## src/rtl/pacman_pkg.sv

```systemverilog
// Shared pacman types: direction encoding, ghost FSM states, maze constants
// and direction helpers.
package pacman_pkg;

    typedef enum logic [1:0] {
        DIR_UP    = 2'd0,
        DIR_RIGHT = 2'd1,
        DIR_DOWN  = 2'd2,
        DIR_LEFT  = 2'd3
    } dir_e;

    typedef enum logic [2:0] {
        ST_IDLE   = 3'd0,
        ST_PICK   = 3'd1,
        ST_QUERY  = 3'd2,
        ST_CHECK  = 3'd3,
        ST_COMMIT = 3'd4
    } state_e;

    localparam int TILE_BITS = 3;
    localparam int MAP_W_DEF = 28;
    localparam int MAP_H_DEF = 31;

    function automatic logic [1:0] dir_rev(input logic [1:0] d);
        return d ^ 2'd2;
    endfunction

    // Next direction clockwise, stepping over the reverse of the current heading.
    function automatic logic [1:0] dir_rot(input logic [1:0] d, input logic [1:0] cur);
        logic [1:0] n;
        n = d + 2'd1;
        n = (n == dir_rev(cur)) ? n + 2'd1 : n;
        return n;
    endfunction

endpackage

```

## src/rtl/ghost_dir_pick.sv

```systemverilog
// Combinational first-candidate selection for a ghost decision: chase toward
// Pacman or take the random direction, then rotate away from a reversal.
module ghost_dir_pick
    import pacman_pkg::*;
#(
    parameter int CHASE_THRESH = 5
) (
    input  logic [4:0] tile_x,
    input  logic [4:0] tile_y,
    input  logic [4:0] pac_x,
    input  logic [4:0] pac_y,
    input  logic [1:0] rnd_dir,
    input  logic [2:0] rnd_percent,
    input  logic [1:0] cur_dir,
    input  logic       chase_en,
    output logic [1:0] cand
);

    logic [5:0] dx_s;
    logic [5:0] dy_s;
    logic [5:0] adx_s;
    logic [5:0] ady_s;
    logic       chase_s;
    logic [1:0] raw_s;

    assign dx_s    = {1'b0, pac_x} - {1'b0, tile_x};
    assign dy_s    = {1'b0, pac_y} - {1'b0, tile_y};
    assign adx_s   = dx_s[5] ? (6'd0 - dx_s) : dx_s;
    assign ady_s   = dy_s[5] ? (6'd0 - dy_s) : dy_s;
    assign chase_s = chase_en && ({1'b0, rnd_percent} < 4'(CHASE_THRESH));

    // Larger axis wins (ties go to x); screen y grows downward.
    always_comb begin
        raw_s = rnd_dir;
        if (chase_s && ((dx_s != 6'd0) || (dy_s != 6'd0))) begin
            if (adx_s >= ady_s) begin
                raw_s = dx_s[5] ? DIR_LEFT : DIR_RIGHT;
            end else begin
                raw_s = dy_s[5] ? DIR_UP : DIR_DOWN;
            end
        end else begin
            raw_s = rnd_dir;
        end
        cand = (raw_s == dir_rev(cur_dir)) ? raw_s + 2'd1 : raw_s;
    end

endmodule

```

## src/rtl/ghost_mover.sv

```systemverilog
// Per-ghost movement controller: one pixel per frame tick, wall-checked turn
// decision at tile centres. Optional half-speed frightened mode: GHOST_FRIGHT_EN.
module ghost_mover
    import pacman_pkg::*;
#(
    parameter int MAP_W        = MAP_W_DEF,
    parameter int MAP_H        = MAP_H_DEF,
    parameter int START_X      = 13,
    parameter int START_Y      = 11,
    parameter int CHASE_THRESH = 5
) (
    input  logic       clk_clk,
    input  logic       reset_reset_n,
    input  logic       frame_tick,
    input  logic [1:0] rnd_dir,
    input  logic [2:0] rnd_percent,
    input  logic [4:0] pac_tile_x,
    input  logic [4:0] pac_tile_y,
    output logic [4:0] wall_q_x,
    output logic [4:0] wall_q_y,
    input  logic       wall_q_hit,
    input  logic       fright,
    output logic [7:0] ghost_x,
    output logic [7:0] ghost_y,
    output logic [1:0] ghost_dir,
    output logic       busy
);

    localparam logic [7:0] X_LAST  = 8'(MAP_W * 8 - 1);
    localparam logic [7:0] Y_LAST  = 8'(MAP_H * 8 - 1);
    localparam logic [4:0] TX_LAST = 5'(MAP_W - 1);
    localparam logic [4:0] TY_LAST = 5'(MAP_H - 1);
    localparam logic [7:0] X_RST   = 8'(START_X * 8);
    localparam logic [7:0] Y_RST   = 8'(START_Y * 8);

    state_e     state_r, state_nxt;
    logic [7:0] x_r, x_nxt, y_r, y_nxt;
    logic [1:0] dir_r, dir_nxt, cand_r, cand_nxt, tries_r, tries_nxt, pick_s;
    logic [4:0] wq_x_r, wq_x_nxt, wq_y_r, wq_y_nxt;
    logic       boxed_r, boxed_nxt, pend_r, pend_nxt, busy_r;
    logic       tick_s, centred_s, chase_en_s, move_ok_s;
    logic [4:0] tile_x_s, tile_y_s;

    function automatic logic [9:0] nb_tile(input logic [1:0] d, input logic [4:0] tx,
                                           input logic [4:0] ty);
        logic [4:0] nx, ny;
        nx = tx;
        ny = ty;
        case (d)
            DIR_UP:    ny = (ty == 5'd0) ? TY_LAST : ty - 5'd1;
            DIR_RIGHT: nx = (tx == TX_LAST) ? 5'd0 : tx + 5'd1;
            DIR_DOWN:  ny = (ty == TY_LAST) ? 5'd0 : ty + 5'd1;
            DIR_LEFT:  nx = (tx == 5'd0) ? TX_LAST : tx - 5'd1;
            default:   nx = tx;
        endcase
        return {nx, ny};
    endfunction

    function automatic logic [15:0] step_pix(input logic [1:0] d, input logic [7:0] px,
                                             input logic [7:0] py);
        logic [7:0] nx, ny;
        nx = px;
        ny = py;
        case (d)
            DIR_UP:    ny = (py == 8'd0) ? Y_LAST : py - 8'd1;
            DIR_RIGHT: nx = (px == X_LAST) ? 8'd0 : px + 8'd1;
            DIR_DOWN:  ny = (py == Y_LAST) ? 8'd0 : py + 8'd1;
            DIR_LEFT:  nx = (px == 8'd0) ? X_LAST : px - 8'd1;
            default:   nx = px;
        endcase
        return {nx, ny};
    endfunction

    assign tile_x_s  = x_r[7:TILE_BITS];
    assign tile_y_s  = y_r[7:TILE_BITS];
    assign centred_s = (x_r[TILE_BITS-1:0] == 3'd0) && (y_r[TILE_BITS-1:0] == 3'd0);
    assign tick_s    = frame_tick | pend_r;

`ifdef GHOST_FRIGHT_EN
    logic tog_r, fright_d_r;

    assign chase_en_s = !fright;
    assign move_ok_s  = !fright || tog_r;

    // Half-speed gate: flips on each consumed tick while frightened, cleared when fright drops.
    always_ff @(posedge clk_clk or negedge reset_reset_n) begin
        if (!reset_reset_n) begin
            tog_r      <= 1'b0;
            fright_d_r <= 1'b0;
        end else begin
            fright_d_r <= fright;
            if (fright_d_r && !fright) begin
                tog_r <= 1'b0;
            end else if (fright && (state_r == ST_IDLE) && tick_s) begin
                tog_r <= !tog_r;
            end else begin
                tog_r <= tog_r;
            end
        end
    end
`else
    logic fright_unused_s;

    assign fright_unused_s = fright;
    assign chase_en_s      = 1'b1;
    assign move_ok_s       = 1'b1;
`endif

    ghost_dir_pick #(
        .CHASE_THRESH(CHASE_THRESH)
    ) u_pick (
        .tile_x     (tile_x_s),
        .tile_y     (tile_y_s),
        .pac_x      (pac_tile_x),
        .pac_y      (pac_tile_y),
        .rnd_dir    (rnd_dir),
        .rnd_percent(rnd_percent),
        .cur_dir    (dir_r),
        .chase_en   (chase_en_s),
        .cand       (pick_s)
    );

    // Decision FSM next-state, motion and wall-query address.
    always_comb begin
        state_nxt = state_r;
        x_nxt     = x_r;
        y_nxt     = y_r;
        dir_nxt   = dir_r;
        cand_nxt  = cand_r;
        tries_nxt = tries_r;
        boxed_nxt = boxed_r;
        wq_x_nxt  = wq_x_r;
        wq_y_nxt  = wq_y_r;
        pend_nxt  = (state_r == ST_IDLE) ? 1'b0 : (pend_r | frame_tick);
        case (state_r)
            ST_IDLE: begin
                if (tick_s && move_ok_s) begin
                    if (centred_s) begin
                        state_nxt = ST_PICK;
                    end else begin
                        {x_nxt, y_nxt} = step_pix(dir_r, x_r, y_r);
                    end
                end else begin
                    state_nxt = ST_IDLE;
                end
            end
            ST_PICK: begin
                cand_nxt   = pick_s;
                tries_nxt  = 2'd0;
                boxed_nxt  = 1'b0;
                {wq_x_nxt, wq_y_nxt} = nb_tile(pick_s, tile_x_s, tile_y_s);
                state_nxt  = ST_QUERY;
            end
            ST_QUERY: begin
                state_nxt = ST_CHECK;
            end
            ST_CHECK: begin
                // Three forward-ish tries, then the reverse; a blocked reverse means boxed in.
                if (!wall_q_hit) begin
                    state_nxt = ST_COMMIT;
                end else if (tries_r == 2'd3) begin
                    boxed_nxt = 1'b1;
                    state_nxt = ST_COMMIT;
                end else begin
                    tries_nxt = tries_r + 2'd1;
                    cand_nxt  = (tries_r == 2'd2) ? dir_rev(dir_r) : dir_rot(cand_r, dir_r);
                    {wq_x_nxt, wq_y_nxt} = nb_tile(cand_nxt, tile_x_s, tile_y_s);
                    state_nxt = ST_QUERY;
                end
            end
            ST_COMMIT: begin
                dir_nxt = cand_r;
                if (!boxed_r) begin
                    {x_nxt, y_nxt} = step_pix(cand_r, x_r, y_r);
                end else begin
                    {x_nxt, y_nxt} = {x_r, y_r};
                end
                state_nxt = ST_IDLE;
            end
            default: begin
                state_nxt = ST_IDLE;
            end
        endcase
    end

    // State and output registers.
    always_ff @(posedge clk_clk or negedge reset_reset_n) begin
        if (!reset_reset_n) begin
            state_r <= ST_IDLE;
            x_r     <= X_RST;
            y_r     <= Y_RST;
            dir_r   <= DIR_LEFT;
            cand_r  <= DIR_LEFT;
            tries_r <= 2'd0;
            boxed_r <= 1'b0;
            pend_r  <= 1'b0;
            wq_x_r  <= 5'd0;
            wq_y_r  <= 5'd0;
            busy_r  <= 1'b0;
        end else begin
            state_r <= state_nxt;
            x_r     <= x_nxt;
            y_r     <= y_nxt;
            dir_r   <= dir_nxt;
            cand_r  <= cand_nxt;
            tries_r <= tries_nxt;
            boxed_r <= boxed_nxt;
            pend_r  <= pend_nxt;
            wq_x_r  <= wq_x_nxt;
            wq_y_r  <= wq_y_nxt;
            busy_r  <= (state_nxt != ST_IDLE);
        end
    end

    assign ghost_x   = x_r;
    assign ghost_y   = y_r;
    assign ghost_dir = dir_r;
    assign busy      = busy_r;
    assign wall_q_x  = wq_x_r;
    assign wall_q_y  = wq_y_r;

endmodule
```

## config.mk

```make
export PLATFORM = sky130hd
export DESIGN_NAME = ghost_mover
export DESIGN_NICKNAME = d
export VERILOG_FILES = /design/src/rtl/pacman_pkg.sv /design/src/rtl/ghost_dir_pick.sv /design/src/rtl/ghost_mover.sv
export SDC_FILE = /design/constraint.sdc
export NUM_CORES = 1
export LEC_CHECK = 0
export CAP_MARGIN = 0
export CORE_ASPECT_RATIO = 2
export CORE_MARGIN = 3
export CORE_UTILIZATION = 40
export DETAILED_ROUTE_END_ITERATION = 10
export PLACE_DENSITY = 0.56
export RECOVER_POWER = 100
export SYNTH_ARGS = -nofsm -noshare
export SYNTH_HDL_FRONTEND = slang
export SYNTH_SLANG_ARGS = --single-unit
```

## constraint.sdc

```tcl
create_clock -name clk_clk -period 6.2 [get_ports clk_clk]
set_input_delay 0.62 -clock clk_clk [delete_from_list [all_inputs] [get_ports clk_clk]]
set_output_delay 0.62 -clock clk_clk [all_outputs]
set_load 0.02 [all_outputs]
```

==> impl_summary.log <==
INFO  metric hpwl = approximately 11000 um
INFO  metric grt_setup_unrepaired = false
INFO  metric worst_skew_pair.late_latency = 0.28 ns
INFO  metric synthFlopType = dfrtp_1
INFO  metric min_period = 5.67 ns
INFO  metric fmax_achieved = ~0.18 GHz
INFO  metric ys_warn_count = 0
INFO  metric slew_headroom = -0.500
INFO  metric worstHoldEndpoint = wall_q_x[1]
INFO  metric path_max_fanout = 16
INFO  metric finalSetupViolCount = 0
INFO  metric holdBufCountCts = 0
INFO  metric antenna_cells = 0
INFO  metric cp_data_arrival_time = 5.87 ns
INFO  metric synth_instances = 587
INFO  metric routedWlPerCell = 19.8 um
INFO  metric initialDrtViolationCount = about 250
INFO  metric clock_tree_from_tritoncts = done
INFO  metric grt_first_pass_wirelength = between 20000 and 25000 um
INFO  metric grt.met3_usage = 0.0236
INFO  metric critPathLaunchType = register
INFO  metric worst_r2r_endpoint = wall_q_y[4]
INFO  metric port_buffers = 47
INFO  metric netlist.area_leader.share = 0.162
INFO  metric yosys_register_bits = 38
INFO  metric synthTopCellsByCount = 55 x nor2_1, 54 x nand2_1, 48 x o21ai_0, 41 x a21oi_1, 35 x ha_1
INFO  metric met2_demand_to_capacity_share_in_global_routing = 0.459
INFO  metric finalClockSkew = 0.00302 ns
INFO  metric synth-async-reset-ratio = 1.00
INFO  metric cts-buffers-inserted = 5
INFO  metric num_vias = 4656
INFO  metric clk_pin_slew = 0.06 ns
INFO  metric drt-pass1-iter-count = 4
INFO  metric cts_htree_levels = 2
INFO  metric final_min_period_over_clock_period = 0.915
INFO  metric synth_fp_nets = 644
INFO  metric die-area = 0.0122 mm2
INFO  metric reg2reg_from = ghost_y[4]
INFO  metric grt_antenna_before_repair = 0
INFO  metric actual_transition_at_the_worst_max_transition_pin = between 2 and 2.5 ns
INFO  metric num_rows = 53
INFO  metric reg2reg_depth = 17
INFO  metric cts-resized-gates = 0
INFO  metric synthDistinctLibCells = 63
INFO  metric largest_net_degree_at_the_start_of_global_routing = 39
INFO  metric synthTopCellsByArea = dfrtp_1 16%, ha_1 10%, dfstp_2 6.1%
INFO  metric worst_hold_path_type = register to register
INFO  metric grt.overflow.total = 0
INFO  metric core_area = 0.0105 mm2
INFO  metric detail-route-antenna-nets = 0
INFO  metric yosys.cell_count.top_type = nor2_1
INFO  metric vias_per_cell = 6.19
INFO  metric syn_area_per_cell = 7.38 um2
INFO  metric initial_core_util = 0.411
INFO  metric hold_viol_final = 0
INFO  metric cts-root-buf = clkbuf_16
INFO  metric regToRegSetupSlack = 0.53 ns
INFO  metric synth_edf_count = 0
INFO  metric cts_buffer_depth = 2
INFO  metric path_class = register to register
INFO  metric design.portCount = 49
INFO  metric synth_seq_area_share = 0.222
INFO  metric timing.hold.worst_path_depth = 2
INFO  metric grt_usage = 0.250
INFO  metric drv_cap = 1
INFO  metric violated_checks = max-capacitance violations, max-slew violations
INFO  metric nFillCells = 1107
INFO  metric yosys.area.top_type = dfrtp_1
INFO  metric ff_latch_area = 963 um2
INFO  metric detail_route.drc_violations = 0
INFO  metric grt_busiest_layer = met2
INFO  metric cts_setup_buffers = 0
INFO  metric die_height = 153 um
INFO  metric data_required_time_of_the_worst_path = around 6.4 ns
INFO  metric cts.sink_count = 38
INFO  metric fin_tns_setup = 0 ns
INFO  metric first_global_vias = 4668
INFO  metric final-max-slew-violation-count = 39
INFO  metric multi_input_area = 0.00311 mm2
INFO  metric design.final.nets = 671
INFO  metric floorplan.die.width = 79.6 um
INFO  metric layout-drive-gt1-share = 0.0455
INFO  metric synth_cell_area = 0.00433 mm2
INFO  metric area_overhead_of_the_layout_relative_to_synthesis = 15.4%
INFO  metric setup.worst_path.end_class = register
INFO  metric global_route.usage.met1 = 0.271
INFO  metric gp_congestion = roughly 0.93
INFO  metric routed_wire_length = between 10000 and 15000 um
INFO  metric run_status = complete, but fails checks
INFO  metric timing.hold.worst.start = wall_q_x[1]
[registers in the layout (all words and copies together), names as in the netlist]
name,cells
boxed_r,1
busy,1
cand_r,2
ghost_dir,2
ghost_x,8
ghost_y,8
pend_r,1
state_r,3
tries_r,2
wall_q_x,5
wall_q_y,5
[area by class of cell]
cell class | count | area share
Tap cell | 137 | 0.0343
Clock buffer | 8 | 0.0273
Timing Repair Buffer | 51 | 0.0980
Inverter | 35 | 0.0263
Sequential cell | 38 | 0.193
Multi-Input combinational cell | 483 | 0.622
[layer usage]
layer	vias to the layer above	part of all wire
met5	-	0
met1	2233	0.37
li1	2206	-
met2	167	0.54
met4	0	0.050
met3	50	0.035
[worst max-delay path, cell delays in order, from the launching register on]
cell and delay, ns:
dfstp_2 0.73, clkinv_1 0.44, ha_1 0.43, nand2b_1 0.09, a21oi_1 0.09, o22ai_1 0.59, o21ai_0 0.24, xnor2_1 0.19
ha_1 0.30, a21o_1 0.18, a21oi_1 0.12, o21ai_1 0.11, mux2_2 0.31, o211a_1 0.21, nor2_1 0.90, nand3_1 0.21
a21o_1 0.25, a41oi_2 0.19
[how the worst max path moves through the flow]
stage,from,to,slack [ns],cells past startpoint
3_5_place_dp,ghost_y[4],wall_q_y[3],0.72,17
6_report,ghost_y[4],wall_q_y[4],0.53,17
2_1_floorplan,ghost_y[5],wall_q_y[4],1.96,21
5_1_grt,ghost_y[4],wall_q_y[4],0.1,17
3_3_place_gp,ghost_y[4],wall_q_y[3],0.79,17
4_1_cts,ghost_y[4],wall_q_y[3],0.69,17
[through the flow]
stage,instances,instance area (um2),hold WS [ns],utilization,setup WS (ns)
5_1_grt,752,5000,0.540,0.474,0.0994
4_1_cts,752,5010,0.511,0.475,0.686
2_1_floorplan,587,4330,0.324,-,1.96
3_5_place_dp,744,4870,0.499,0.462,0.719
6_report,752,5000,0.506,0.474,0.529
3_3_place_gp,744,4870,0.492,0.462,0.793
[cell families (layout without fill, tap and decap cells)]
| family | Yosys count | after routing | share of synthesized area |
|---|---|---|---|
| AND/OR/NAND/NOR | 213 | 213 | 0.235 |
| AO/OA/AOI/OAI | 198 | 198 | 0.296 |
| buffers and inverters | 66 | 94 | 0.0598 |
| flip-flops | 38 | 38 | 0.222 |
| adder cells (fa/ha/maj) | 37 | 37 | 0.110 |
| XOR/XNOR | 23 | 23 | 0.0482 |
| multiplexers | 12 | 12 | 0.0286 |
[cell usage in the layout, fill, tap and decap left out, types with 12 or more instances in the layout]
cell type,n
nor2_1,56
o21ai_0,49
inv_1,32
dlygate4sd3_1,28
nand3_1,25
nor3_1,23
ha_1,35
xnor2_1,16
dfrtp_1,28
a31oi_1,16
nand2_1,54
a21oi_1,41
clkdlybuf4s50_1,18
o22ai_1,12
Power is left out: the tool's default activity adds up to more than one toggle a clock period on the data nets, which glitch-free logic cannot reach.
